`src/rtl/imm_gen_pipe.sv`:
```
// RV32/RV64 immediate decoder behind a valid/ready output register with a one-entry skid buffer.
// Optional CSR zimm decoding is enabled by defining IMM_GEN_ZIMM_EN.
module imm_gen_pipe #(
    parameter int XLEN  = 32,
    parameter int TAG_W = 5
) (
    input  logic             clk,
    input  logic             rst,
    input  logic             in_valid,
    output logic             in_ready,
    input  logic [31:0]      in_instr,
    input  logic [TAG_W-1:0] in_tag,
    output logic             out_valid,
    input  logic             out_ready,
    output logic [XLEN-1:0]  out_imm,
    output logic [2:0]       out_fmt,
    output logic [TAG_W-1:0] out_tag
);

    localparam logic [2:0] FMT_NONE = 3'd0;
    localparam logic [2:0] FMT_I    = 3'd1;
    localparam logic [2:0] FMT_S    = 3'd2;
    localparam logic [2:0] FMT_B    = 3'd3;
    localparam logic [2:0] FMT_U    = 3'd4;
    localparam logic [2:0] FMT_J    = 3'd5;
`ifdef IMM_GEN_ZIMM_EN
    localparam logic [2:0] FMT_Z    = 3'd6;
`endif

    // Bit 0 means "output register full", bit 1 means "skid full".
    typedef enum logic [1:0] {
        ST_EMPTY = 2'b00,
        ST_ONE   = 2'b01,
        ST_TWO   = 2'b11
    } state_t;

    state_t            r_state;
    state_t            w_state_next;

    logic [XLEN-1:0]   r_out_imm;
    logic [2:0]        r_out_fmt;
    logic [TAG_W-1:0]  r_out_tag;
    logic [XLEN-1:0]   r_skid_imm;
    logic [2:0]        r_skid_fmt;
    logic [TAG_W-1:0]  r_skid_tag;

    logic [XLEN-1:0]   w_dec_imm;
    logic [2:0]        w_dec_fmt;
    logic [6:0]        w_opcode;
    logic              w_sign;
    logic              w_in_xfer;
    logic              w_out_xfer;
    logic              w_load_out_in;
    logic              w_load_out_skid;
    logic              w_load_skid;

    assign w_opcode = in_instr[6:0];
    assign w_sign   = in_instr[31];

    always_comb begin
        w_dec_imm = '0;
        w_dec_fmt = FMT_NONE;
        case (w_opcode)
            7'b0000011, 7'b0010011, 7'b1100111: begin
                w_dec_imm = {{(XLEN-12){w_sign}}, in_instr[31:20]};
                w_dec_fmt = FMT_I;
            end
            7'b0100011: begin
                w_dec_imm = {{(XLEN-12){w_sign}}, in_instr[31:25], in_instr[11:7]};
                w_dec_fmt = FMT_S;
            end
            7'b1100011: begin
                w_dec_imm = {{(XLEN-13){w_sign}}, in_instr[31], in_instr[7],
                             in_instr[30:25], in_instr[11:8], 1'b0};
                w_dec_fmt = FMT_B;
            end
            7'b0110111, 7'b0010111: begin
                w_dec_imm = {{(XLEN-32){w_sign}}, in_instr[31:12], 12'b0};
                w_dec_fmt = FMT_U;
            end
            7'b1101111: begin
                w_dec_imm = {{(XLEN-21){w_sign}}, in_instr[31], in_instr[19:12],
                             in_instr[20], in_instr[30:21], 1'b0};
                w_dec_fmt = FMT_J;
            end
`ifdef IMM_GEN_ZIMM_EN
            // Only the immediate CSR forms (funct3[2] set) carry a zimm in rs1.
            7'b1110011: begin
                if (in_instr[14]) begin
                    w_dec_imm = {{(XLEN-5){1'b0}}, in_instr[19:15]};
                    w_dec_fmt = FMT_Z;
                end
            end
`endif
            default: begin
                w_dec_imm = '0;
                w_dec_fmt = FMT_NONE;
            end
        endcase
    end

    assign w_in_xfer  = in_valid && in_ready;
    assign w_out_xfer = out_valid && out_ready;

    always_ff @(posedge clk or posedge rst) begin
        if (rst) begin
            r_state <= ST_EMPTY;
        end else begin
            r_state <= w_state_next;
        end
    end

    always_comb begin
        w_state_next    = r_state;
        w_load_out_in   = 1'b0;
        w_load_out_skid = 1'b0;
        w_load_skid     = 1'b0;
        case (r_state)
            ST_EMPTY: begin
                if (w_in_xfer) begin
                    w_state_next  = ST_ONE;
                    w_load_out_in = 1'b1;
                end
            end
            ST_ONE: begin
                if (w_in_xfer && w_out_xfer) begin
                    w_load_out_in = 1'b1;
                end else if (w_in_xfer) begin
                    w_state_next = ST_TWO;
                    w_load_skid  = 1'b1;
                end else if (w_out_xfer) begin
                    w_state_next = ST_EMPTY;
                end
            end
            ST_TWO: begin
                if (w_out_xfer) begin
                    w_state_next    = ST_ONE;
                    w_load_out_skid = 1'b1;
                end
            end
            default: begin
                w_state_next = ST_EMPTY;
            end
        endcase
    end

    // Both handshake outputs come straight from state flops, so out_ready never reaches in_ready.
    always_comb begin
        out_valid = r_state[0];
        in_ready  = !r_state[1];
    end

    always_ff @(posedge clk or posedge rst) begin
        if (rst) begin
            r_out_imm  <= '0;
            r_out_fmt  <= FMT_NONE;
            r_out_tag  <= '0;
            r_skid_imm <= '0;
            r_skid_fmt <= FMT_NONE;
            r_skid_tag <= '0;
        end else begin
            if (w_load_out_in) begin
                r_out_imm <= w_dec_imm;
                r_out_fmt <= w_dec_fmt;
                r_out_tag <= in_tag;
            end else if (w_load_out_skid) begin
                r_out_imm <= r_skid_imm;
                r_out_fmt <= r_skid_fmt;
                r_out_tag <= r_skid_tag;
            end
            if (w_load_skid) begin
                r_skid_imm <= w_dec_imm;
                r_skid_fmt <= w_dec_fmt;
                r_skid_tag <= in_tag;
            end
        end
    end

    assign out_imm = r_out_imm;
    assign out_fmt = r_out_fmt;
    assign out_tag = r_out_tag;

endmodule

```
`config.mk`:
```
export PLATFORM = sky130hd
export DESIGN_NAME = imm_gen_pipe
export DESIGN_NICKNAME = d
export VERILOG_FILES = /design/src/rtl/imm_gen_pipe.sv
export SDC_FILE = /design/constraint.sdc
export NUM_CORES = 1
export LEC_CHECK = 0
export BUFFER_PORTS_ARGS = -buffer_cell sky130_fd_sc_hd__buf_2
export CELL_PAD_IN_SITES_DETAIL_PLACEMENT = 0
export CELL_PAD_IN_SITES_GLOBAL_PLACEMENT = 1
export CORE_ASPECT_RATIO = 0.7
export CORE_UTILIZATION = 44
export DETAILED_ROUTE_END_ITERATION = 12
export GPL_TIMING_DRIVEN = 1
export PLACE_DENSITY = 0.95
export RECOVER_POWER = 25
export SYNTH_ARGS = -nofsm -noshare
export SYNTH_HDL_FRONTEND = slang
export SYNTH_SLANG_ARGS = --single-unit
```
`constraint.sdc`:
```
create_clock -name clk -period 4.5 [get_ports clk]
set_input_delay 0.675 -clock clk [delete_from_list [all_inputs] [get_ports clk]]
set_output_delay 0.675 -clock clk [all_outputs]
set_load 0.05 [all_outputs]
```
==> results.sh, run 1 <==
export IMPL_status="complete, but fails checks"
export IMPL_violations="capacitance limit, slew limit"
export IMPL_path_clk_slew_ns=0.06
export IMPL_place_gp_congestion=0.853
export IMPL_slew_headroom=-0.403
export IMPL_syn_num_nets=477
export IMPL_r2r_cells=6
export IMPL_ys_top_cells_by_area="dfrtp_1 52%, nand2_1 13%, a32oi_2 4.1%"
export IMPL_dp_hpwl_mm=6.57
export IMPL_place_ws_ns=1.93
export IMPL_grt_pass1_vias=3270
export IMPL_p_leak_nw=2.19
export IMPL_syn_inst=432
export IMPL_r2r_setup_slack_ns=1.99
export IMPL_die_h_um=81.3
export IMPL_drt_pass1_iterations=5
export IMPL_ys_seq_area_frac=0.519
export IMPL_boundaryPins=83
export IMPL_instances_no_fill=625
export IMPL_drt_initial_drc_count=311
export IMPL_synth_area_um2=3950
export IMPL_cts_tree="yes"
export IMPL_ir_drop_v=0.000409
export IMPL_crit_path_max_fanout=33
export IMPL_min_delay_start="r_skid_imm[9]$_DFFE_PP0P_"
export IMPL_overflow=0
export IMPL_fin_crit_sh=0.559
export IMPL_portBuffers=82
export IMPL_setup_slack_ns=1.99
export IMPL_powerDensity_nw_per_um2=823
export IMPL_post_place_cells=610
export IMPL_final_max_slew_viol_count=50
export IMPL_ys_warn_count=0
export IMPL_synth_area_per_cell_um2=9.15
export IMPL_synth_top_area_frac=0.519
export IMPL_tns_ns=0
export IMPL_fmax_ghz=0.398
export IMPL_hold_depth=2
export IMPL_vias_per_cell=5.44
export IMPL_hold_viol=0
export IMPL_track_usage=0.227
export IMPL_synth_cell_types=33
export IMPL_vias=3397
export IMPL_htreeDepth=3
export IMPL_critPathCaptureType="flip-flop"
export IMPL_final_nets=546
export IMPL_die_w_um=115
export IMPL_synthFlopType="dfrtp_1"
export IMPL_required_ns=4.70
export IMPL_worst_pin_slew_ns=2.09
export IMPL_die_area_um2=9380
export IMPL_n_antenna_cell=0
export IMPL_synthArstFlopShare=1.00
export IMPL_areaGrowthSynthToFinish_pct=19.9
export IMPL_clockRootBuffer="clkbuf_16"
export IMPL_core_um2=8580
export IMPL_yosys_top_cells_count="139 x nand2_1, 82 x dfrtp_1, 34 x nor2_1"
export IMPL_post_cts_buffers=0
export IMPL_crit_type="flip-flop to flip-flop"
export IMPL_hold_end="r_skid_imm[9]$_DFFE_PP0P_"
export IMPL_grt_pass1_wl_mm=16.1
export IMPL_startpoint_type="flip-flop"
export IMPL_antenna_found_initial=0
export IMPL_synth_most_common_cell="nand2_1"
export IMPL_grt_max_degree=50
export IMPL_r2r_start="r_state[0]$_DFFE_PP0P_"
export IMPL_worstSkewPairLatency_ns=0.33
export IMPL_start_util=0.461
export IMPL_setup_viol=0
export IMPL_drive_gt1_frac=0.238
export IMPL_finalCriticalPeriod_ns=2.51
export IMPL_numCtsBuffers=9
export IMPL_num_rows=28
export IMPL_grt_setup_unrepaired="no"
export IMPL_cts_sinks=82
export IMPL_fin_skew_ns=0.00611
export IMPL_routed_wl_mm=9.62
export IMPL_synth_edff_count=0
export IMPL_drv_cap=1
export IMPL_synth_seq_cells=82
export IMPL_clockBufferDepth=2
export IMPL_drc=0
export IMPL_yosysTopAreaCell="dfrtp_1"
export IMPL_hp_class="flip-flop to flip-flop"
export IMPL_ctsResizeCount=0
export IMPL_holdBufCountCts=0
export IMPL_reg2reg_to="out_imm[3]$_DFFE_PP0P_"
export IMPL_drt_antenna_violating_nets=0
export IMPL_wl_per_cell_um=15.4
export IMPL_worst_endpoint_arrival_ns=2.71
==> worst max path at each step <==
stage                                 startpoint                         to  slack [ns]  cells after the start
after floorplan                              rst     out_fmt[0]$_DFFE_PP0P_        1.72                      1
after global placement                  in_valid  r_skid_imm[1]$_DFFE_PP0P_        1.97                      6
after detailed placement                in_valid  r_skid_imm[3]$_DFFE_PP0P_        1.93                      6
after CTS                 r_state[0]$_DFFE_PP0P_     out_imm[3]$_DFFE_PP0P_        2.00                      6
after global routing      r_state[0]$_DFFE_PP0P_     out_imm[4]$_DFFE_PP0P_        1.78                      6
final                     r_state[0]$_DFFE_PP0P_     out_imm[3]$_DFFE_PP0P_        1.99                      6
==> critical path, cell delays in order (launching register included) <==
cell and delay, ns:
dfrtp_1 0.48, ha_1 0.30, and3_1 0.20, o21ai_4 0.71
buf_4 0.41, and3_1 0.21, a31oi_1 0.04
==> kinds of logic (layout without fill, tap and decap cells) <==
logic type	count (synthesis)	after routing	synth area share
AO/OA/AOI/OAI	99	99	0.186
adder cells (fa/ha/maj)	4	4	0.0127
buffers and inverters	32	105	0.0418
flip-flops	82	82	0.519
multiplexers	1	1	0.00380
AND/OR/NAND/NOR	214	214	0.237
==> cell usage in the layout, fill, tap and decap left out, types with 2 or more instances in the layout <==
| cell | synthesis | final |
|---|---|---|
| ha_1 | 4 | 4 |
| a32oi_1 | 11 | 11 |
| clkbuf_1 | 13 | 4 |
| clkbuf_16 | 0 | 9 |
| a32oi_2 | 10 | 10 |
| o21ai_0 | 13 | 13 |
| and3b_1 | 3 | 3 |
| nand3_1 | 14 | 13 |
| bufinv_16 | 0 | 3 |
| nor2b_1 | 4 | 4 |
| or3_1 | 2 | 2 |
| nor3_1 | 2 | 2 |
| and3_1 | 12 | 12 |
| buf_2 | 12 | 79 |
| a31oi_1 | 23 | 23 |
| a21oi_2 | 2 | 2 |
| nor2_1 | 34 | 34 |
| nand2_1 | 139 | 139 |
| buf_4 | 0 | 5 |
| a21oi_1 | 32 | 32 |
| inv_1 | 3 | 2 |
| dfrtp_1 | 82 | 82 |
==> flip-flops by register name, indices dropped and copies added (netlist names) <==
register,cells
out_fmt,3
out_imm,32
out_tag,5
r_skid_fmt,3
r_skid_imm,32
r_skid_tag,5
r_state,2
==> metrics by stage <==
| step | cell area, um2 | utilization | power (mW) | hold WS (ns) |
|---|---|---|---|---|
| 2_1_floorplan | 3950 | - | 2.69 | 0.446 |
| 3_3_place_gp | 4410 | 0.514 | 3.04 | 0.461 |
| 3_5_place_dp | 4410 | 0.514 | 3.10 | 0.467 |
| 4_1_cts | 4740 | 0.553 | 3.92 | 0.481 |
| 5_1_grt | 4740 | 0.552 | 4.15 | 0.497 |
| 6_report | 4740 | 0.552 | 3.90 | 0.479 |
==> power by group <==
| part | switching [mW] | internal, mW |
|---|---|---|
| Combinational | 1.29 | 0.513 |
| Clock | 0.278 | 0.539 |
| Sequential | 0.191 | 1.09 |
==> final cells by class <==
class                   instances  area, um2
well taps                     120        150
inverters                       3       12.5
repair buffers                 87        444
fillers                       783       3840
flip-flops and latches         82       2050
multi-input cells             318       1750
clock buffers                  10        229
clock inverters                 5        104
==> metal layers <==
| metal | vias to the layer above | part of all wire | global-route usage |
|---|---|---|---|
| met3 | 6 | 0.071 | 0.0560 |
| met4 | 0 | 0.0044 | 0.0571 |
| met2 | 139 | 0.44 | 0.355 |
| met5 | - | 0 | 0 |
| met1 | 1622 | 0.48 | 0.315 |
| li1 | 1630 | - | - |
No activity file was read; power rests on OpenSTA's default activity.
==> inputs of run 2 (changes only) <==
--- a/config.mk
+++ b/config.mk
@@ -5,14 +5,15 @@
 export SDC_FILE = /design/constraint.sdc
 export NUM_CORES = 1
 export LEC_CHECK = 0
+export ABC_AREA = 1
 export BUFFER_PORTS_ARGS = -buffer_cell sky130_fd_sc_hd__buf_2
 export CELL_PAD_IN_SITES_DETAIL_PLACEMENT = 0
 export CELL_PAD_IN_SITES_GLOBAL_PLACEMENT = 1
 export CORE_ASPECT_RATIO = 0.7
-export CORE_UTILIZATION = 44
+export CORE_UTILIZATION = 39
 export DETAILED_ROUTE_END_ITERATION = 12
 export GPL_TIMING_DRIVEN = 1
-export PLACE_DENSITY = 0.95
+export PLACE_DENSITY = 0.9
 export RECOVER_POWER = 25
 export SYNTH_ARGS = -nofsm -noshare
 export SYNTH_HDL_FRONTEND = slang
==> constraint.sdc (replaced) <==
create_clock -name clk -period 2.4 [get_ports clk]
set_input_delay 0.36 -clock clk [delete_from_list [all_inputs] [get_ports clk]]
set_output_delay 0.36 -clock clk [all_outputs]
set_load 0.05 [all_outputs]
==> run 2 against run 1 <==
  * Largest power group unchanged
  * Largest cell class unchanged
  * Hold slack got worse by 0.23 ns
  * The flow still finishes with violations (capacitance limit, slew limit)
  * Cell area up 7.7%
  * Highest routed layer unchanged
  * Critical endpoint is now out_imm[10]$_DFFE_PP0P_
  * Core utilization shrank 6.5 points
  * Cell count grew 29%
==> results.sh, run 2 <==
export IMPL_synth_top_area_frac=0.481
export IMPL_place_gp_congestion=0.833
export IMPL_drt_initial_drc_count=248
export IMPL_synth_area_per_cell_um2=7.16
export IMPL_fillers=1047
export IMPL_mostFrequentLayoutCells="281 x nand2_1, 85 x nand3_1, 82 x buf_2, 82 x dfrtp_1, 51 x inv_1"
export IMPL_final_nets=715
export IMPL_finalCriticalPeriod_ns=2.00
export IMPL_drt_pass1_iterations=6
export IMPL_dp_hpwl_mm=7.48
export IMPL_hold_ws_ns=0.245
export IMPL_ys_seq_area_frac=0.481
export IMPL_synthFlopType="dfrtp_1"
export IMPL_status="complete, but fails checks"
export IMPL_numCtsBuffers=9
export IMPL_start_util=0.407
export IMPL_portBuffers=82
export IMPL_ir_drop_v=0.000487
export IMPL_synthArstFlopShare=1.00
export IMPL_routed_wl_mm=11.0
export IMPL_place_ws_ns=0.425
export IMPL_slew_headroom=-0.210
export IMPL_cts_sinks=82
export IMPL_die_area_um2=11400
export IMPL_crit_path_max_fanout=21
export IMPL_p_leak_nw=3.06
export IMPL_synth_seq_cells=82
export IMPL_cts_tree="yes"
export IMPL_top_layer="met4"
export IMPL_worst_endpoint_arrival_ns=2.23
export IMPL_clockBufferDepth=2
export IMPL_powerDensity_nw_per_um2=1230
export IMPL_die_h_um=89.5
export IMPL_synth_edff_count=0
export IMPL_wl_per_cell_um=13.7
export IMPL_path_clk_slew_ns=0.06
export IMPL_syn_num_nets=640
export IMPL_synth_cell_types=21
export IMPL_setup_viol=0
export IMPL_vias=3989
export IMPL_ctsResizeCount=0
export IMPL_n_antenna_cell=0
export IMPL_syn_inst=595
export IMPL_required_ns=2.63
export IMPL_core_um2=10500
export IMPL_clockRootBuffer="clkbuf_16"
export IMPL_vias_per_cell=4.94
export IMPL_worst_pin_slew_ns=1.82
export IMPL_antenna_found_initial=0
export IMPL_violations="capacitance limit, slew limit"
export IMPL_post_cts_buffers=0
export IMPL_ys_top_cells_by_area="dfrtp_1 48%, nand2_1 25%, nand3_1 10%"
export IMPL_hold_viol=0
export IMPL_htreeDepth=3
export IMPL_synth_area_um2=4260
export IMPL_fin_crit_sh=0.833
export IMPL_drc=0
export IMPL_drt_antenna_violating_nets=0
export IMPL_wl_met2_mm=4.86
export IMPL_critPathCaptureType="flip-flop"
export IMPL_num_rows=31
export IMPL_grt_pass1_wl_mm=18.6
export IMPL_tns_ns=0
export IMPL_overflow=0
export IMPL_yosys_top_cells_count="281 x nand2_1, 85 x nand3_1, 82 x dfrtp_1"
export IMPL_crit_type="flip-flop to flip-flop"
export IMPL_holdBufCountCts=0
export IMPL_setup_slack_ns=0.401
export IMPL_fmax_ghz=0.500
export IMPL_worstSkewPairLatency_ns=0.34
export IMPL_drv_cap=1
export IMPL_layout_commonest_cell="nand2_1"
export IMPL_wl_met1_mm=5.42
export IMPL_die_w_um=127
export IMPL_yosysTopAreaCell="dfrtp_1"
export IMPL_final_max_slew_viol_count=83
export IMPL_grt_setup_unrepaired="no"
export IMPL_track_usage=0.215
export IMPL_grt_max_degree=83
export IMPL_wl_met3_um=676
export IMPL_grt_pass1_vias=3771
export IMPL_ys_warn_count=0
export IMPL_synth_most_common_cell="nand2_1"
export IMPL_startpoint_type="flip-flop"
export IMPL_hp_class="input pin to flip-flop"
export IMPL_drive_gt1_frac=0.196
export IMPL_areaGrowthSynthToFinish_pct=19.8
export IMPL_boundaryPins=83
export IMPL_fin_skew_ns=0.00669
-- run 2: cell types whose count changed after synthesis, moves of 5 or more --
cell and change:
a21oi_1 -30, a31oi_1 -18, a32oi_1 -11, a32oi_2 -10, and3_1 -12, clkbuf_1 -5, inv_1 +49, inv_2 +10
nand2_1 +142, nand2_2 +6, nand3_1 +71, nor2_1 -14, o21ai_0 -5
-- run 2: cells by family (layout without fill, tap and decap cells) --
kind of cell             after synthesis  in the layout  synth area share
adder cells (fa/ha/maj)                4              4            0.0117
flip-flops                            82             82             0.481
AO/OA/AOI/OAI                         19             19            0.0249
AND/OR/NAND/NOR                      400            400             0.392
buffers and inverters                 90            170            0.0901
-- run 2: where the power goes --
part / switching [mW] / internal [mW] / leakage, nW
Combinational: 2.00 / 0.686 / 1.82
Sequential: 0.243 / 1.81 / 1.07
Clock: 0.552 / 0.994 / 0.165
-- run 2: final cells by class --
cell class	count	area, um2	area share
sequential	82	2050	0.402
multi-input combinational	423	1830	0.359
timing repair buffer	92	482	0.0943
clock buffer	12	267	0.0522
inverter	62	236	0.0463
tap	132	165	0.0323
clock inverter	4	72.6	0.0142
-- run 2: per-stage QoR --
stage | power [mW] | util | area [um2] | cells
after floorplan | 4.09 | - | 4270 | 595
after global placement | 4.71 | 0.457 | 4780 | 791
after detailed placement | 4.78 | 0.457 | 4780 | 791
after CTS | 6.34 | 0.489 | 5120 | 807
after global routing | 6.69 | 0.488 | 5110 | 807
final | 6.29 | 0.488 | 5110 | 807
-- run 2: path summary, 6_finish.rpt --
path                                             from                         end  depth (start not counted)  slack, ns
setup / recovery               r_state[1]$_DFFE_PP0P_     out_imm[10]$_DFFE_PP0P_                         11       0.40
hold / removal                              in_tag[3]   r_skid_tag[3]$_DFFE_PP0P_                          3       0.24
setup reg to reg               r_state[1]$_DFFE_PP0P_     out_imm[10]$_DFFE_PP0P_                         11       0.40
hold reg to reg            r_skid_imm[30]$_DFFE_PP0P_  r_skid_imm[30]$_DFFE_PP0P_                          2       0.48
max in group asynchronous                         rst     out_imm[30]$_DFFE_PP0P_                          3       0.63
min in group asynchronous                         rst      r_state[0]$_DFFE_PP0P_                          3       0.68
-- run 2: routing by layer --
layer / vias to the layer above / global-route usage
li1: 1983 / -
met1: 1872 / 0.297
met2: 128 / 0.337
met3: 6 / 0.0533
met4: 0 / 0.0628
met5: - / 0
-- run 2: worst max-delay path: stages (launching register included) --
cell and delay [ns]:
dfrtp_1 0.43, inv_2 0.10, ha_1 0.21, nand3_1 0.14, nand2_2 0.25, buf_4 0.25, nor2_1 0.05, buf_4 0.22
nand2_1 0.09, nand2_1 0.05, inv_1 0.04, nand2_1 0.05
